## src/rtl/updown_state_decoder_if.sv

```systemverilog
// rtl/updown_state_decoder_if.sv - state bus in, decoded press events out
interface updown_state_decoder_if #(
  parameter int CNT_W = 8
);
  logic [2:0]       state_in;
  logic             clr;
  logic             step;
  logic             turn;
  logic             dir;
  logic [CNT_W-1:0] press_cnt;
  logic             err;

  modport master (
    output state_in, clr,
    input  step, turn, dir, press_cnt, err
  );

  modport slave (
    input  state_in, clr,
    output step, turn, dir, press_cnt, err
  );
endinterface

```

## src/rtl/updown_state_decoder.sv

```systemverilog
// rtl/updown_state_decoder.sv - recovers press/turn events from the bouncing counter state bus
module updown_state_decoder #(
  parameter int CNT_W = 8
) (
  input logic                   clk,
  input logic                   rst,
  updown_state_decoder_if.slave bus
);
  typedef enum logic [1:0] {
    S_UP   = 2'd0,
    S_DOWN = 2'd1,
    S_SYNC = 2'd2,
    S_ERR  = 2'd3
  } mode_t;

  localparam logic [CNT_W-1:0] CNT_ONE = 1;

  mode_t            r_mode;
  logic [2:0]       r_prev;
  logic             r_dir;
  logic             r_step;
  logic             r_turn;
  logic [CNT_W-1:0] r_cnt;
  logic             r_err;

  mode_t            w_mode_nxt;
  logic             w_dir_nxt;
  logic             w_step_nxt;
  logic             w_turn_nxt;
  logic [CNT_W-1:0] w_cnt_nxt;
  logic             w_err_nxt;

  logic w_event;
  logic w_inc;
  logic w_dec;
  logic w_top_turn;
  logic w_bot_turn;
  logic w_end_pos;

  // +1/-1 are only legal away from the 7/0 ends; 7->0 and 0->7 never match
  assign w_event    = (bus.state_in != r_prev);
  assign w_inc      = (r_prev != 3'd7) && (bus.state_in == r_prev + 3'd1);
  assign w_dec      = (r_prev != 3'd0) && (bus.state_in == r_prev - 3'd1);
  assign w_top_turn = (r_prev == 3'd7) && (bus.state_in == 3'd6);
  assign w_bot_turn = (r_prev == 3'd0) && (bus.state_in == 3'd1);
  assign w_end_pos  = (bus.state_in == 3'd0) || (bus.state_in == 3'd7);

  always_ff @(posedge clk) begin
    if (!rst) begin
      r_mode <= S_UP;
      r_prev <= 3'd0;
      r_dir  <= 1'b1;
      r_step <= 1'b0;
      r_turn <= 1'b0;
      r_cnt  <= '0;
      r_err  <= 1'b0;
    end else begin
      r_mode <= w_mode_nxt;
      r_prev <= bus.state_in;
      r_dir  <= w_dir_nxt;
      r_step <= w_step_nxt;
      r_turn <= w_turn_nxt;
      r_cnt  <= w_cnt_nxt;
      r_err  <= w_err_nxt;
    end
  end

  always_comb begin
    w_mode_nxt = r_mode;
    w_dir_nxt  = r_dir;
    w_step_nxt = 1'b0;
    w_turn_nxt = 1'b0;
    w_cnt_nxt  = r_cnt;
    w_err_nxt  = r_err;

    if (bus.clr) begin
      w_cnt_nxt  = '0;
      w_err_nxt  = 1'b0;
      w_mode_nxt = S_SYNC;
    end else begin
      case (r_mode)
        S_UP: begin
          if (w_event) begin
            if (w_inc) begin
              w_step_nxt = 1'b1;
              w_cnt_nxt  = r_cnt + CNT_ONE;
            end else if (w_top_turn) begin
              w_step_nxt = 1'b1;
              w_turn_nxt = 1'b1;
              w_cnt_nxt  = r_cnt + CNT_ONE;
              w_mode_nxt = S_DOWN;
              w_dir_nxt  = 1'b0;
            end else begin
              w_err_nxt  = 1'b1;
              w_mode_nxt = S_ERR;
            end
          end
        end
        S_DOWN: begin
          if (w_event) begin
            if (w_dec) begin
              w_step_nxt = 1'b1;
              w_cnt_nxt  = r_cnt + CNT_ONE;
            end else if (w_bot_turn) begin
              w_step_nxt = 1'b1;
              w_turn_nxt = 1'b1;
              w_cnt_nxt  = r_cnt + CNT_ONE;
              w_mode_nxt = S_UP;
              w_dir_nxt  = 1'b1;
            end else begin
              w_err_nxt  = 1'b1;
              w_mode_nxt = S_ERR;
            end
          end
        end
        S_SYNC: begin
          // An end position fixes the direction without a press; otherwise wait for a clean step
          if (w_end_pos) begin
            w_mode_nxt = S_UP;
            w_dir_nxt  = 1'b1;
          end else if (w_event && w_inc) begin
            w_step_nxt = 1'b1;
            w_cnt_nxt  = r_cnt + CNT_ONE;
            w_mode_nxt = S_UP;
            w_dir_nxt  = 1'b1;
          end else if (w_event && w_dec) begin
            w_step_nxt = 1'b1;
            w_cnt_nxt  = r_cnt + CNT_ONE;
            w_mode_nxt = S_DOWN;
            w_dir_nxt  = 1'b0;
          end
        end
        default: begin
          w_err_nxt = 1'b1;
        end
      endcase
    end
  end

  assign bus.step      = r_step;
  assign bus.turn      = r_turn;
  assign bus.dir       = r_dir;
  assign bus.press_cnt = r_cnt;
  assign bus.err       = r_err;
endmodule
```

## src/flat_wrapper.sv

```systemverilog
// flat-port wrapper written by rule: the top's interface ports become plain ports
module updown_state_decoder_flat 
#(
  parameter int CNT_W = 8
)
  (clk, rst, bus_state_in, bus_clr, bus_step, bus_turn, bus_dir, bus_press_cnt, bus_err);
  updown_state_decoder_if #(.CNT_W(CNT_W)) bus_i ();
  input logic clk;
  input logic rst;
  input wire logic [$bits(bus_i.state_in)-1:0] bus_state_in;
  input wire logic [$bits(bus_i.clr)-1:0] bus_clr;
  output wire logic [$bits(bus_i.step)-1:0] bus_step;
  output wire logic [$bits(bus_i.turn)-1:0] bus_turn;
  output wire logic [$bits(bus_i.dir)-1:0] bus_dir;
  output wire logic [$bits(bus_i.press_cnt)-1:0] bus_press_cnt;
  output wire logic [$bits(bus_i.err)-1:0] bus_err;
  assign bus_i.state_in = bus_state_in;
  assign bus_i.clr = bus_clr;
  assign bus_step = bus_i.step;
  assign bus_turn = bus_i.turn;
  assign bus_dir = bus_i.dir;
  assign bus_press_cnt = bus_i.press_cnt;
  assign bus_err = bus_i.err;
  updown_state_decoder #(.CNT_W(CNT_W)) u_core (.clk(clk), .rst(rst), .bus(bus_i));
endmodule
```

## config.mk

```make
export PLATFORM = sky130hd
export DESIGN_NAME = updown_state_decoder_flat
export DESIGN_NICKNAME = d
export VERILOG_FILES = /design/src/rtl/updown_state_decoder_if.sv /design/src/rtl/updown_state_decoder.sv /design/src/flat_wrapper.sv
export SDC_FILE = /design/constraint.sdc
export NUM_CORES = 1
export LEC_CHECK = 0
export CAP_MARGIN = 20
export CORE_MARGIN = 3
export CORE_UTILIZATION = 56
export DETAILED_ROUTE_END_ITERATION = 10
export GPL_TIMING_DRIVEN = 0
export PLACE_DENSITY = 0.83
export SYNTH_ARGS = -nofsm -noshare
export SYNTH_HDL_FRONTEND = slang
export SYNTH_SLANG_ARGS = --single-unit
export TNS_END_PERCENT = 20
```

## constraint.sdc

```tcl
create_clock -name clk -period 4 [get_ports clk]
set_clock_uncertainty 0.1 [all_clocks]
set_input_delay 0.4 -clock clk [delete_from_list [all_inputs] [get_ports clk]]
set_output_delay 0.4 -clock clk [all_outputs]
set_load 0.05 [all_outputs]
```

==> results of run 1 <==
==> placed cells by master, fill, tap and decap left out, types with 2 or more instances in the layout <==
cell,instances
dfxtp_1,17
nor2_1,16
clkdlybuf4s50_1,15
xnor2_1,9
ha_1,9
nor3_1,8
o21ai_0,8
inv_1,6
nand2_1,4
nand3_1,4
and2_1,3
nor3b_1,3
a21oi_1,3
clkbuf_4,3
nand2b_1,2
xor2_1,2
and3_2,2
and3_1,2
nor4_1,2
==> power by group <==
part / leakage, nW / internal (mW) / switching (mW)
Clock: 0.0177 / 0.0373 / 0.0576
Combinational: 0.338 / 0.0709 / 0.108
Sequential: 0.139 / 0.179 / 0.00898
==> how the worst max path moves through the flow <==
stage                                start                      end  slack (ps)
after CTS                 u_core.r_prev[0]  u_core.bus.press_cnt[7]        1370
after global placement     bus_state_in[0]  u_core.bus.press_cnt[7]        1210
final                     u_core.r_prev[0]  u_core.bus.press_cnt[7]        1340
after floorplan           u_core.r_prev[0]         u_core.r_mode[1]        1690
after detailed placement   bus_state_in[0]  u_core.bus.press_cnt[7]        1160
after global routing      u_core.r_prev[0]  u_core.bus.press_cnt[7]        1160
==> metrics by stage <==
| stage | cells | utilization |
|---|---|---|
| 2_1_floorplan | 125 | - |
| 3_5_place_dp | 165 | 0.724 |
| 5_1_grt | 169 | 0.739 |
| 3_3_place_gp | 165 | 0.724 |
| 4_1_cts | 169 | 0.739 |
| 6_report | 169 | 0.739 |
==> critical path, stage by stage (launching register included) <==
cell and delay [ps]:
dfxtp_1 430, inv_1 90, ha_1 300, xor2_1 350
nor4b_4 430, a21oi_2 140, nor4_1 480, xnor2_1 170
nor2_1 50
==> layer usage <==
metal / part of all wire / global-route usage
met4: 0.037 / 0.112
met1: 0.43 / 0.290
met5: 0 / 0
met3: 0.067 / 0.0326
met2: 0.46 / 0.352
==> cell families (layout without fill, tap and decap cells) <==
group,after synthesis,in the layout,synth area share
AND/OR/NAND/NOR,52,52,0.270
AO/OA/AOI/OAI,24,24,0.157
flip-flops,17,17,0.303
XOR/XNOR,13,13,0.122
adder cells (fa/ha/maj),9,9,0.100
buffers and inverters,9,28,0.0379
multiplexers,1,1,0.0100
==> cell type report <==
cell class              count  area share
plain buffers               3      0.0150
clock buffers               3      0.0169
clock inverters             1     0.00376
inverters                   6      0.0169
multi-input cells          99       0.555
flip-flops and latches     17       0.256
well taps                  25      0.0235
repair buffers             15       0.113
==> sequential cells by signal (all words and copies together) (netlist names) <==
register / flops
u_core.bus.dir: 1
u_core.bus.turn: 1
u_core.r_prev: 3
u_core.bus.press_cnt: 8
u_core.bus.step: 1
u_core.bus.err: 1
u_core.r_mode: 2
==> results.toml, run 1 <==
[run]
max_cap_violations = 0

[drt]
wl_per_cell_um = 14.8
wl_um = 2500
final_antenna_net_count = 0
avgViaCountPerCell = 5.96
drc = 0
vias = 1007
drt_iter0_drc = 27
drtPass1Iterations = 4

[synthesis]
netlist_area_um2 = 1120
synth_top_area_frac = 0.303
syn-num-nets = 140
ys_seq_area_frac = 0.303
yosysTopAreaCell = "dfxtp_1"
ys.flop_type = "dfxtp_1"
yosysWarnings = 0
ys_ff_latch = 17
synthTopCellsByArea = "dfxtp_1, ha_1, xnor2_1"
syn_avg_cell_area_um2 = 8.98
yosysMostFrequentCell = "dfxtp_1"
ys_async_sr_fraction = 0
synth_cells = 125
synth_edf_count = 0
ys_types = 42
synth.top_cells.by_count = "dfxtp_1, nor2_1, ha_1, xnor2_1"

[cells_and_area]
area_delta_synth_final_pct = 18.6
regArea_um2 = 340
drive_gt1_frac = 0.111
nNetsFinal = 160
multi_input_area_um2 = 739
antennaDiodeCount = 0
final.fill_count = 149
fin_area_um2 = 1330

[place]
placed_cell_area_um2 = 1300
dpl.hpwl_um = 1910
numPortBuffers = 15
gp_congestion = 0.874
dp_slack_ps = 1160

[clock_network]
cts.sinks = 17
htree_levels = 1
cts_setup_buffers = 0
numCtsBuffers = 3
clk_path_buf_depth = 2
cts_tree = "yes"
path_clk_slew_ps = 100
cts.repair.resized = 0
root_buffer = "clkbuf_4"
cts_hold_buf = 0
clkLatencyLatePin_ps = 300

[critical_path]
crit_arrival_ps = 2750
worstPathMaxFanout = 8
rr_startpoint = "u_core.r_prev[0]"
reg2reg_slack_ps = 1340
cp-end-kind = "register"
r2r_cells = 8
worstReg2RegEnd = "u_core.bus.press_cnt[7]"
worst-setup-path-type = "register to register"
startpoint_type = "register"
required_ps = 4080

[sta]
hold_viol_final = 0
relSlewSlack = 0.524
tightest_slew_ps = 702
whs_ps = 255
rsz0062_at_grt = "no"
setup-tns-final_ps = 0
period_minus_slack_ps = 2660
finalWorstSetupSlack_ps = 1340
maxSlewViolCount = 0
period_share = 0.666
setup_viol = 0
fmax_mhz = 375

[power_and_ir_drop]
p_per_area_nw_per_um2 = 347
vdd_ir_drop_max_mv = 0.235
p_leak_nw = 0.494
power_uw = 462

[floorplan]
fp.dieH_um = 50.8
initial_core_util = 0.623
pin_count = 18
fp-row-count = 15
die_area_um2 = 2580
coreArea_um2 = 1800
fp.dieW_um = 50.8

[hold_path]
whs_path_depth = 2
min_to = "u_core.r_prev[2]"
hold_start = "bus_state_in[2]"
hold_class = "input pin to register"

[status]
status = "finished clean"

[global_routing]
grt_pass1_wl_um = 4260
grt_util_all_layers = 0.222
overflow = 0
grt_pass1_vias = 917
antenna_found_initial = 0
grt_max_degree = 11
Note: power is estimated with default switching activity, not from simulation.
==> run 2, diff against run 1 <==
Settings changed: CORE_UTILIZATION 56 to 52, PLACE_DENSITY 0.83 to 0.78.
Clock period 4 ns to 2.47 ns, I/O delays scaled along.
==> results.toml, run 2 (same netlist as run 1, synthesis figures left out) <==
[sta]
fmax_mhz = 419
hold_viol_final = 0
relSlewSlack = 0.667
setup-tns-final_ps = 0
period_minus_slack_ps = 2390
tightest_slew_ps = 498
finalWorstSetupSlack_ps = 82.8
period_share = 0.966
setup_viol = 0
whs_ps = 119
rsz0062_at_grt = "yes"
maxSlewViolCount = 0

[floorplan]
initial_core_util = 0.561
pin_count = 18
fp.dieW_um = 52.5
coreArea_um2 = 2000
fp.dieH_um = 52.5
fp-row-count = 16
die_area_um2 = 2750

[critical_path]
required_ps = 2560
cp-end-kind = "register"
startpoint_type = "register"
timing.critical_path.buf_inv = 1
path_delay_family = "compound AO/OA/AOI/OAI gates"
critPathMaxStageDelay_ps = 360
crit_chain = "ha_1, ha_1, xor2_2, nor4_4, buf_4, o21ai_1, o311ai_2, o21a_1, o31a_1"
worstPathMaxFanout = 7
crit_arrival_ps = 2480
path_common_cell = "ha_1"
critPathSlowestCell = "dfxtp_2"
worst-setup-path-type = "register to register"

[place]
dpl.hpwl_um = 1730
dp_slack_ps = -129
gp_congestion = 0.897
placedCellCount = 167
placed_cell_area_um2 = 1310
numPortBuffers = 15

[drt]
drt_iter0_drc = 12
wl_um = 2360
final_antenna_net_count = 0
drtPass1Iterations = 7
drc = 0
vias = 987
avgViaCountPerCell = 5.64
wl_per_cell_um = 13.5

[cells_and_area]
nNetsFinal = 164
final.fill_count = 166
final_cell_mix = "nor2_1, clkdlybuf4s50_1, dfxtp_1"
area_delta_synth_final_pct = 26.3
largest_reg_flops = 8
fin_area_um2 = 1420
regArea_um2 = 343
drive_gt1_frac = 0.189
antennaDiodeCount = 0
final_common_cell = "nor2_1"
layout.cells.non_filler = 175
multi_input_area_um2 = 791

[power_and_ir_drop]
p_per_area_nw_per_um2 = 542
p_leak_nw = 0.526
vdd_ir_drop_max_mv = 0.422

[global_routing]
grt_util_all_layers = 0.187
grt_max_degree = 11
antenna_found_initial = 0
grt_pass1_vias = 890
grt_pass1_wl_um = 3870
overflow = 0

[clock_network]
cts.sinks = 17
cts_tree = "yes"
clkLatencyLatePin_ps = 290
htree_levels = 1
root_buffer = "clkbuf_4"
clk_path_buf_depth = 2
numCtsBuffers = 3
path_clk_slew_ps = 100

[run]
max_cap_violations = 0

[hold_path]
hold_class = "input pin to register"

[status]
status = "finished clean"
run 2: cell count changes in the layout (fill, tap and decap cells not counted), sizes merged:
cell / delta
buf: +4
run 2: final timing paths:
| check | from | to | slack, ps | cells past startpoint |
|---|---|---|---|---|
| max | u_core.r_prev[0] | u_core.r_mode[1] | 80 | 9 |
| min | bus_state_in[2] | u_core.r_prev[2] | 120 | 2 |
| max reg2reg | u_core.r_prev[0] | u_core.r_mode[1] | 80 | 9 |
| min reg2reg | u_core.bus.err | u_core.bus.err | 390 | 2 |
run 2: what timing repair did:
item,4_1_cts,5_1_grt
hold buffers,0,0
pin swaps,0,4
resized for setup,2,9
buffers inserted,1,3
setup endpoints to repair,3,8
run 2: cell type report:
class                   count  area share
inverters                   6      0.0159
flip-flops and latches     17       0.242
clock inverters             1     0.00353
well taps                  27      0.0238
multi-input cells          99       0.558
plain buffers               3      0.0141
repair buffers             19       0.127
clock buffers               3      0.0159
run 2: per-stage QoR:
stage / power, mW / util
3_3_place_gp: 0.584 / 0.653
5_1_grt: 0.817 / 0.708
4_1_cts: 0.750 / 0.677
6_report: 0.768 / 0.708
3_5_place_dp: 0.591 / 0.653
2_1_floorplan: 0.529 / -
run 2: power by group:
group	leakage, nW	total, mW	switching (mW)	internal [mW]
Clock	0.0177	0.152	0.0922	0.0602
Sequential	0.139	0.305	0.0146	0.291
Combinational	0.369	0.310	0.182	0.129
Total	0.526	0.768	0.288	0.480
run 2: layer usage:
metal / vias to the layer above / part of all wire / GRT usage
met5: - / 0 / 0
met1: 468 / 0.46 / 0.230
met4: 0 / 0.0097 / 0.0553
met2: 26 / 0.49 / 0.326
met3: 5 / 0.043 / 0.0370
li1: 488 / - / -
